$ cat src/rtl/dmem_arbiter.sv
// Round-robin two-port arbiter/sequencer for a single-ported data memory with a fixed
// read latency, one-cycle acks, and a halt path that drains, dumps once and parks.
module dmem_arbiter #(
   parameter int N      = 32,
   parameter int RD_LAT = 0
) (
   input  logic         clk,
   input  logic         rst_n,
   input  logic         req0,
   input  logic         wr0,
   input  logic [N-1:0] addr0,
   input  logic [N-1:0] wdata0,
   input  logic         req1,
   input  logic         wr1,
   input  logic [N-1:0] addr1,
   input  logic [N-1:0] wdata1,
   output logic         ack0,
   output logic         ack1,
   output logic [N-1:0] rdata0,
   output logic [N-1:0] rdata1,
   input  logic         halt,
   output logic         mem_en,
   output logic         mem_wr,
   output logic [N-1:0] mem_addr,
   output logic [N-1:0] mem_wdata,
   input  logic [N-1:0] mem_rdata,
   output logic         mem_dump,
   output logic         busy
);

   typedef enum logic [2:0] {
      IDLE   = 3'd0,
      ISSUE  = 3'd1,
      WAIT   = 3'd2,
      RESP   = 3'd3,
      DUMP   = 3'd4,
      HALTED = 3'd5
   } state_t;

   localparam logic [3:0] LAT = 4'(RD_LAT);

   state_t       state_q, state_d;
   logic         halt_pend_q, halt_pend_d;
   logic         last_grant_q, last_grant_d;
   logic         owner_q, owner_d;
   logic         wr_q, wr_d;
   logic [N-1:0] addr_q, addr_d;
   logic [N-1:0] wdata_q, wdata_d;
   logic [3:0]   cnt_q, cnt_d;
   logic [N-1:0] rdata0_q, rdata0_d;
   logic [N-1:0] rdata1_q, rdata1_d;
   logic         ack0_q, ack0_d;
   logic         ack1_q, ack1_d;
   logic         mem_en_q, mem_en_d;
   logic         mem_wr_q, mem_wr_d;
   logic         mem_dump_q, mem_dump_d;
   logic         busy_q, busy_d;
   logic         grant_s;
   logic         capture_s;

   // Round-robin pick: on contention the port not granted last time wins.
   always_comb begin
      grant_s = 1'b0;
      if (req0 && req1) begin
         grant_s = ~last_grant_q;
      end else if (req0) begin
         grant_s = 1'b0;
      end else begin
         grant_s = 1'b1;
      end
   end

   // Next-state, latching and load-capture logic.
   always_comb begin
      state_d      = state_q;
      halt_pend_d  = halt_pend_q | halt;
      last_grant_d = last_grant_q;
      owner_d      = owner_q;
      wr_d         = wr_q;
      addr_d       = addr_q;
      wdata_d      = wdata_q;
      cnt_d        = cnt_q;
      rdata0_d     = rdata0_q;
      rdata1_d     = rdata1_q;
      capture_s    = 1'b0;

      case (state_q)
         IDLE: begin
            // A halt seen this very cycle already beats a simultaneous request.
            if (halt_pend_q || halt) begin
               state_d = DUMP;
            end else if (req0 || req1) begin
               owner_d = grant_s;
               wr_d    = grant_s ? wr1 : wr0;
               addr_d  = grant_s ? addr1 : addr0;
               wdata_d = grant_s ? wdata1 : wdata0;
               state_d = ISSUE;
            end else begin
               state_d = IDLE;
            end
         end
         ISSUE: begin
            if (LAT == 4'd0) begin
               capture_s = 1'b1;
               state_d   = RESP;
            end else begin
               cnt_d   = LAT;
               state_d = WAIT;
            end
         end
         WAIT: begin
            cnt_d = cnt_q - 4'd1;
            if (cnt_q == 4'd1) begin
               capture_s = 1'b1;
               state_d   = RESP;
            end else begin
               state_d = WAIT;
            end
         end
         RESP: begin
            last_grant_d = owner_q;
            state_d      = IDLE;
         end
         DUMP:    state_d = HALTED;
         HALTED:  state_d = HALTED;
         default: state_d = IDLE;
      endcase

      if (capture_s && !wr_q) begin
         if (owner_q) begin
            rdata1_d = mem_rdata;
         end else begin
            rdata0_d = mem_rdata;
         end
      end else begin
         rdata0_d = rdata0_d;
      end
   end

   // Outputs are decoded from the next state so they leave the block registered.
   always_comb begin
      ack0_d     = (state_d == RESP) && !owner_d;
      ack1_d     = (state_d == RESP) && owner_d;
      mem_en_d   = (state_d == ISSUE);
      mem_wr_d   = (state_d == ISSUE) && wr_d;
      mem_dump_d = (state_d == DUMP);
      busy_d     = (state_d != IDLE);
   end

   // State and output registers.
   always_ff @(posedge clk or negedge rst_n) begin
      if (!rst_n) begin
         state_q      <= IDLE;
         halt_pend_q  <= 1'b0;
         last_grant_q <= 1'b1;
         owner_q      <= 1'b0;
         wr_q         <= 1'b0;
         addr_q       <= '0;
         wdata_q      <= '0;
         cnt_q        <= 4'd0;
         rdata0_q     <= '0;
         rdata1_q     <= '0;
         ack0_q       <= 1'b0;
         ack1_q       <= 1'b0;
         mem_en_q     <= 1'b0;
         mem_wr_q     <= 1'b0;
         mem_dump_q   <= 1'b0;
         busy_q       <= 1'b0;
      end else begin
         state_q      <= state_d;
         halt_pend_q  <= halt_pend_d;
         last_grant_q <= last_grant_d;
         owner_q      <= owner_d;
         wr_q         <= wr_d;
         addr_q       <= addr_d;
         wdata_q      <= wdata_d;
         cnt_q        <= cnt_d;
         rdata0_q     <= rdata0_d;
         rdata1_q     <= rdata1_d;
         ack0_q       <= ack0_d;
         ack1_q       <= ack1_d;
         mem_en_q     <= mem_en_d;
         mem_wr_q     <= mem_wr_d;
         mem_dump_q   <= mem_dump_d;
         busy_q       <= busy_d;
      end
   end

   assign ack0      = ack0_q;
   assign ack1      = ack1_q;
   assign rdata0    = rdata0_q;
   assign rdata1    = rdata1_q;
   assign mem_en    = mem_en_q;
   assign mem_wr    = mem_wr_q;
   assign mem_addr  = addr_q;
   assign mem_wdata = wdata_q;
   assign mem_dump  = mem_dump_q;
   assign busy      = busy_q;

endmodule

$ cat config.mk
export PLATFORM = sky130hd
export DESIGN_NAME = dmem_arbiter
export DESIGN_NICKNAME = d
export VERILOG_FILES = /design/src/rtl/dmem_arbiter.sv
export SDC_FILE = /design/constraint.sdc
export NUM_CORES = 1
export LEC_CHECK = 0
export CORE_ASPECT_RATIO = 0.8
export CORE_MARGIN = 10
export CORE_UTILIZATION = 39
export CTS_CLUSTER_SIZE = 12
export DETAILED_ROUTE_END_ITERATION = 6
export PLACE_DENSITY = 0.8
export REMOVE_ABC_BUFFERS = 1
export SLEW_MARGIN = 20
export SYNTH_ARGS = -nofsm -noshare
export SYNTH_HDL_FRONTEND = slang
export SYNTH_SLANG_ARGS = --single-unit
$ cat constraint.sdc
create_clock -name clk -period 1.8 [get_ports clk]
set_clock_uncertainty 0.15 [all_clocks]
set_input_delay 0.54 -clock clk [delete_from_list [all_inputs] [get_ports clk]]
set_output_delay 0.54 -clock clk [all_outputs]
set_load 0.02 [all_outputs]
## After elaboration in Yosys (flattened, before gate mapping)

Cells that the tools add are included.
Widths: inputs -> output; s select.

| word-level totals | value |
|---|---|
| register bits after elaboration | 145 |
| word-level logic and storage cells | 62 |

| operators by class | value |
|---|---|
| multiplexer cells | 17 |
| equality and inequality tests | 9 |
| reductions and logical operators | 15 |
| add/sub/neg operators | 1 |
| bitwise gates (word level) | 4 |

Operator list:

| cell | number |
|---|---|
| $mux 32 | 2 |
| $mux 1 | 12 |
| $pmux 3 s4 | 1 |
| $eq 3x2->1 const B | 3 |
| $eq 3x3->1 const B | 3 |
| $eq 3x1->1 const B | 2 |
| $logic_and 1x1->1 | 5 |
| $eq 4x1->1 const B | 1 |
| $reduce_and 2->1 | 2 |
| $sub 4x1->4 const B | 1 |
| $logic_not 3->1 | 1 |
| $mux 3 | 1 |
| $not 1->1 | 3 |
| $reduce_and 3->1 | 1 |
| $reduce_bool 3->1 | 1 |
| $logic_not 1->1 | 2 |
| $logic_or 1x1->1 | 2 |
| $pmux 1 s2 | 1 |
| $reduce_or 2->1 | 1 |
| $or 1x1->1 | 1 |

## Depth between registers and ports, before layout

| depth | value |
|---|---|
| depth in word-level cells | 7 |
| gate-level depth with buffers | 7 |
| gate-level depth less buffers | 5 |

## Worst setup path before layout

No wires, ideal clock.

| path | value |
|---|---|
| path kind | input -> register |
| start point | in req0 |
| end point | reg wr_q |
| data arrival time | 1.517 ns |
| setup time | 0.130 ns |
| stages on the path | 6 |
| path slack | 0.003 ns |
| path through | clkbuf_1 > or2_2 > buf_2 > clkbuf_1 > a31oi_1 > a31oi_1 |

| between the ends | value |
|---|---|
| cells in the longest elaborated chain, start to end | 6 |
| elaborated cells on any way between the ends | 8 |
| those cells by class | 6 x mux; 2 x reduce/logical |

Ends and longest elaborated chain:

| item | RTL line | text |
|---|---|---|
| start, declared | 9 | `input logic req0,` |
| $mux 1 / $logic_and 1x1->1 (equally long branches) | 66, 64 |  |
| $mux 1 | 64 | `if (req0 && req1) begin` |
| $mux 1 | 94 | `wr_d = grant_s ? wr1 : wr0;` |
| $mux 1 (*) | 92 | `end else if (req0 \|\| req1) begin` |
| $mux 1 (*) | 90 | `if (halt_pend_q \|\| halt) begin` |
| $mux 1 (*) | 87 | `case (state_q)` |
| named net wr_d | 46 | `logic wr_q, wr_d;` |
| end signal, assigned | 174 | `wr_q <= wr_d;` |
| end, declared | 46 |  |

The timed path passes the listed nets; every way through them passes the cells marked *.
A chain may end at the register's enable or synchronous reset.

## Worst setup path after layout

| path | value |
|---|---|
| start point | reg state_q[1] |
| end point | reg wdata_q[6], in the netlist mem_wdata[6] |

| between the ends | value |
|---|---|
| cells in the longest elaborated chain, start to end | 2 |

Ends and longest elaborated chain:

| item | RTL line | text |
|---|---|---|
| start, declared | 42 | `state_t state_q, state_d;` |
| start signal, assigned | 170 | `state_q <= state_d;` |
| $logic_not 3->1 | 87 |  |
| $reduce_and 3->1 (no source line) | -- |  |
| end signal, assigned | 176 | `wdata_q <= wdata_d;` |
| end, declared | 48 | `logic [N-1:0] wdata_q, wdata_d;` |

Every way passes these cells.

==> flow_metrics.py <==
metrics = {
    "run_status": {
        "outcome": "finished clean",
    },
    "floorplan": {
        "start_util": 0.394,
        "io_pins": 301,
        "rows": 44,
        "chipHeight_microns": 141,
        "die_w_microns": 171,
        "coreArea_sq_mm": 0.0181,
        "dieArea_sq_mm": 0.0241,
    },
    "synthesis": {
        "yosys.area_share.xor_xnor": 0.00492,
        "yosys_warnings": 0,
        "ys_dominant_reg_cell": "sky130_fd_sc_hd__dfrtp_1",
        "synth_enable_flop_cells": 0,
        "synth_top_family_by_area": "compound AO/OA/AOI/OAI gates",
        "synthDistinctLibCells": 41,
        "yosys_register_bits": 145,
        "synth.avg_cell_area_sq_um": 9.63,
        "synth-simple-area-share": 0.133,
        "synth_seq_area_share": 0.510,
        "synthArstFlopShare": 1.00,
        "yosys.area_share.adder": 0.00351,
        "post_synth_instance_area_sq_mm": 0.00712,
        "mapped_cells": 739,
        "synth.area.mux_share": 0.00158,
        "share_of_the_synthesized_area_in_compound_gates_ao_oa_aoi_oai": 0.287,
    },
    "timing": {
        "hold_viol_final": 0,
        "post-route-worst-setup-slack_ns": 0.00178,
        "report.final.setup_viol": 0,
        "relSlewSlack": 0.563,
        "worst_slew_pin_slew_ns": 0.655,
        "grt_setup_unrepaired": "yes",
        "clock.fmax_mhz": 556,
        "report.final.slew_viol_count": 0,
        "min_period_ns": 1.80,
        "layout_worst_path_cycle_share": 0.999,
    },
    "finish": {
        "drive_above_1_share": 0.273,
        "fillCellCount": 1461,
        "layout.nets": 1212,
        "leading_cell_types_in_the_layout_fill_and_taps_excluded": "sky130_fd_sc_hd__clkdlybuf4s50_1 (163), sky130_fd_sc_hd__dfrtp_1 (142), sky130_fd_sc_hd__a31oi_1 (131), sky130_fd_sc_hd__o21ai_0 (93)",
        "layout_commonest_cell": "sky130_fd_sc_hd__clkdlybuf4s50_1",
        "area_growth_syn_to_layout_pct": 61.7,
    },
    "power": {
        "total_leakage_power_nw": 4.81,
        "pwr_density_mw_per_mm2": 1250,
        "p_total_mw": 14.4,
        "ir_worst_vdd_uv": 604,
    },
    "worst_setup_path": {
        "cp.arrival_ns": 1.97,
        "critPathKind": "reg -> reg",
        "critPathMostFrequentCell": "sky130_fd_sc_hd__a31oi_1",
        "worst_setup_path_start_kind": "register",
        "cp_data_required_time_ns": 1.97,
        "path_cells": "buf_4 > nor3_4 > buf_6 > clkbuf_16 > a31oi_1 > a31oi_1",
        "critPathCaptureType": "register",
        "critical_path_peak_fanout": 12,
        "slowest_stage": "sky130_fd_sc_hd__dfrtp_1",
        "slowest_delay_ns": 0.43,
    },
    "global_route": {
        "grt_overflow": 0,
        "first_global_vias": 7474,
        "grt_start_max_net_pins": 104,
        "grt_antenna_before_repair": 3,
        "track_usage": 0.219,
        "global_route_wire_length_before_repair_mm": 42.2,
    },
    "clock_tree": {
        "clk-insertion-delay-late_ns": 0.42,
        "cts-buffers-inserted": 17,
        "cts.clk_slew.worst_paths_ns": 0.06,
        "cts.htree.levels": 4,
        "number_of_buffers_on_the_longest_clock_path": 2,
        "num_clock_sinks": 145,
        "clk_root_buffer_cell": "sky130_fd_sc_hd__clkbuf_16",
        "cts_tree": "yes",
    },
    "place": {
        "placement.setup.worst_slack_ns": -0.399,
        "dp_hpwl_mm": 19.5,
        "routabilityCongestion": 0.845,
        "buffer_ports.inserted": 300,
    },
    "detailed_routing": {
        "drt_pre_antenna_iters": 6,
        "drtAntennaViolNets": 0,
        "drc_violation_total_after_the_first_tritonroute_iteration": 941,
        "detailroute.via_count": 7714,
        "wire_per_inst_microns": 23.8,
        "drt_drc_violations_left": 0,
        "post_drt_via_cell_ratio": 5.99,
        "postRouteWirelength_mm": 30.7,
    },
    "job": {
        "drv.max_cap_violation_count": 0,
    },
    "min_path": {
        "min-delay-path-class": "reg -> reg",
    },
}
## cell families (layout without fill, tap and decap cells)
kind of cell,count (synthesis),after routing
adders and majority gates,2,2
muxes,1,1
DFF,145,145
AOI/OAI and AO/OA,331,331
buffers and inverters,98,414
and+or+nand+nor,158,158
xor gates and xnor gates,4,4
other,0,2
## registers in the layout, summed over array words and instances, names as in the netlist
signal and count:
rdata0 32, mem_dump 1, mem_en 1, halt_pend_q 1
busy 1, mem_wdata 32, ack1 1, owner_q 1
last_grant_q 1, state_q 3, rdata1 32, mem_wr 1
ack0 1, wr_q 1, mem_addr 32, cnt_q 4
## what timing repair did
action                                 CTS  global route
pin swaps                                0             3
resized for setup                      364           108
cloned                                   0            15
setup buffers                            0             6
endpoints found under the hold margin   25             0
setup endpoints to repair              144           179
hold buffers                             1             0
## power breakdown
part	switching (mW)	internal (mW)
clock network	1.51	2.20
registers	0.510	4.12
logic	3.31	2.76
## per-layer routing
| layer | GRT usage | vias up | wire length [microns] |
|---|---|---|---|
| met5 | 0 | - | 27 |
| met4 | 0.0566 | 4 | 709 |
| met3 | 0.100 | 61 | 3920 |
| met2 | 0.356 | 512 | 14500 |
| met1 | 0.257 | 3753 | 11400 |
| li1 | - | 3384 | - |
## stage by stage
| stage | std cells | hold slack [ns] | cell area, sq um | setup TNS [ns] | utilization |
|---|---|---|---|---|---|
| 6_report | 1287 | 0.368 | 11500 | 0 | 0.638 |
| 5_1_grt | 1286 | 0.391 | 11500 | -0.743 | 0.637 |
| 4_1_cts | 1264 | 0.379 | 11400 | 0 | 0.631 |
| 3_5_place_dp | 1232 | 0.307 | 10700 | -24.00 | 0.591 |
| 3_3_place_gp | 1232 | 0.309 | 10700 | -21.21 | 0.591 |
| 2_1_floorplan | 646 | 0.0944 | 6710 | -349.95 | - |
## layout make-up
cell class	instances	area (sq um)	share of cell area
repair buffers	378	3800	0.330
flip-flops and latches	145	3630	0.316
multi-input cells	496	3160	0.275
clock buffers	17	425	0.0370
well taps	230	288	0.0250
clock inverters	14	179	0.0155
inverters	5	23.8	0.00206
diodes	2	5.00	0.000435
## final timing paths
check                                      from                       end  slack (ns)  cells past startpoint
max reg2reg                state_q[1]$_DFF_PN0_  mem_wdata[6]$_DFFE_PN0P_       0.002                      6
max in group asynchronous                 rst_n  last_grant_q$_DFFE_PN1N_        0.48                      3
max                        state_q[1]$_DFF_PN0_  mem_wdata[6]$_DFFE_PN0P_       0.002                      6
min                        cnt_q[3]$_DFFE_PN0P_      cnt_q[3]$_DFFE_PN0P_        0.37                      1
min reg2reg                cnt_q[3]$_DFFE_PN0P_      cnt_q[3]$_DFFE_PN0P_        0.37                      1
min in group asynchronous                 rst_n    rdata1[18]$_DFFE_PN0P_        0.45                      2
## Yosys cell counts, types with 2 or more instances
cell type                  count  area share
sky130_fd_sc_hd__o21ai_1      35       0.025
sky130_fd_sc_hd__nor4b_2       2      0.0042
sky130_fd_sc_hd__nand3_1       2      0.0014
sky130_fd_sc_hd__a31oi_1     131        0.12
sky130_fd_sc_hd__nand3b_1     66       0.070
sky130_fd_sc_hd__clkbuf_1     62       0.033
sky130_fd_sc_hd__xnor2_1       4      0.0049
sky130_fd_sc_hd__ha_1          2      0.0035
sky130_fd_sc_hd__buf_2        21       0.015
sky130_fd_sc_hd__buf_4         8      0.0084
sky130_fd_sc_hd__inv_1         4      0.0021
sky130_fd_sc_hd__a21oi_1       3      0.0021
sky130_fd_sc_hd__o22ai_2      20       0.035
sky130_fd_sc_hd__o22ai_1      44       0.039
sky130_fd_sc_hd__o21ai_0      94       0.066
sky130_fd_sc_hd__nand2_1      66       0.035
sky130_fd_sc_hd__nor2b_1       3      0.0026
sky130_fd_sc_hd__nor2_1        6      0.0032
sky130_fd_sc_hd__dfrtp_1     144        0.51
## worst max-delay path, delay by kind of cell, from the launching register on
kind,cells,cell delay [ns]
AO/OA/AOI/OAI,2,0.27
AND/OR/NAND/NOR,1,0.25
buffers and inverters,3,0.58
flip-flops,1,0.43
Note: power is estimated with default switching activity, not from simulation.
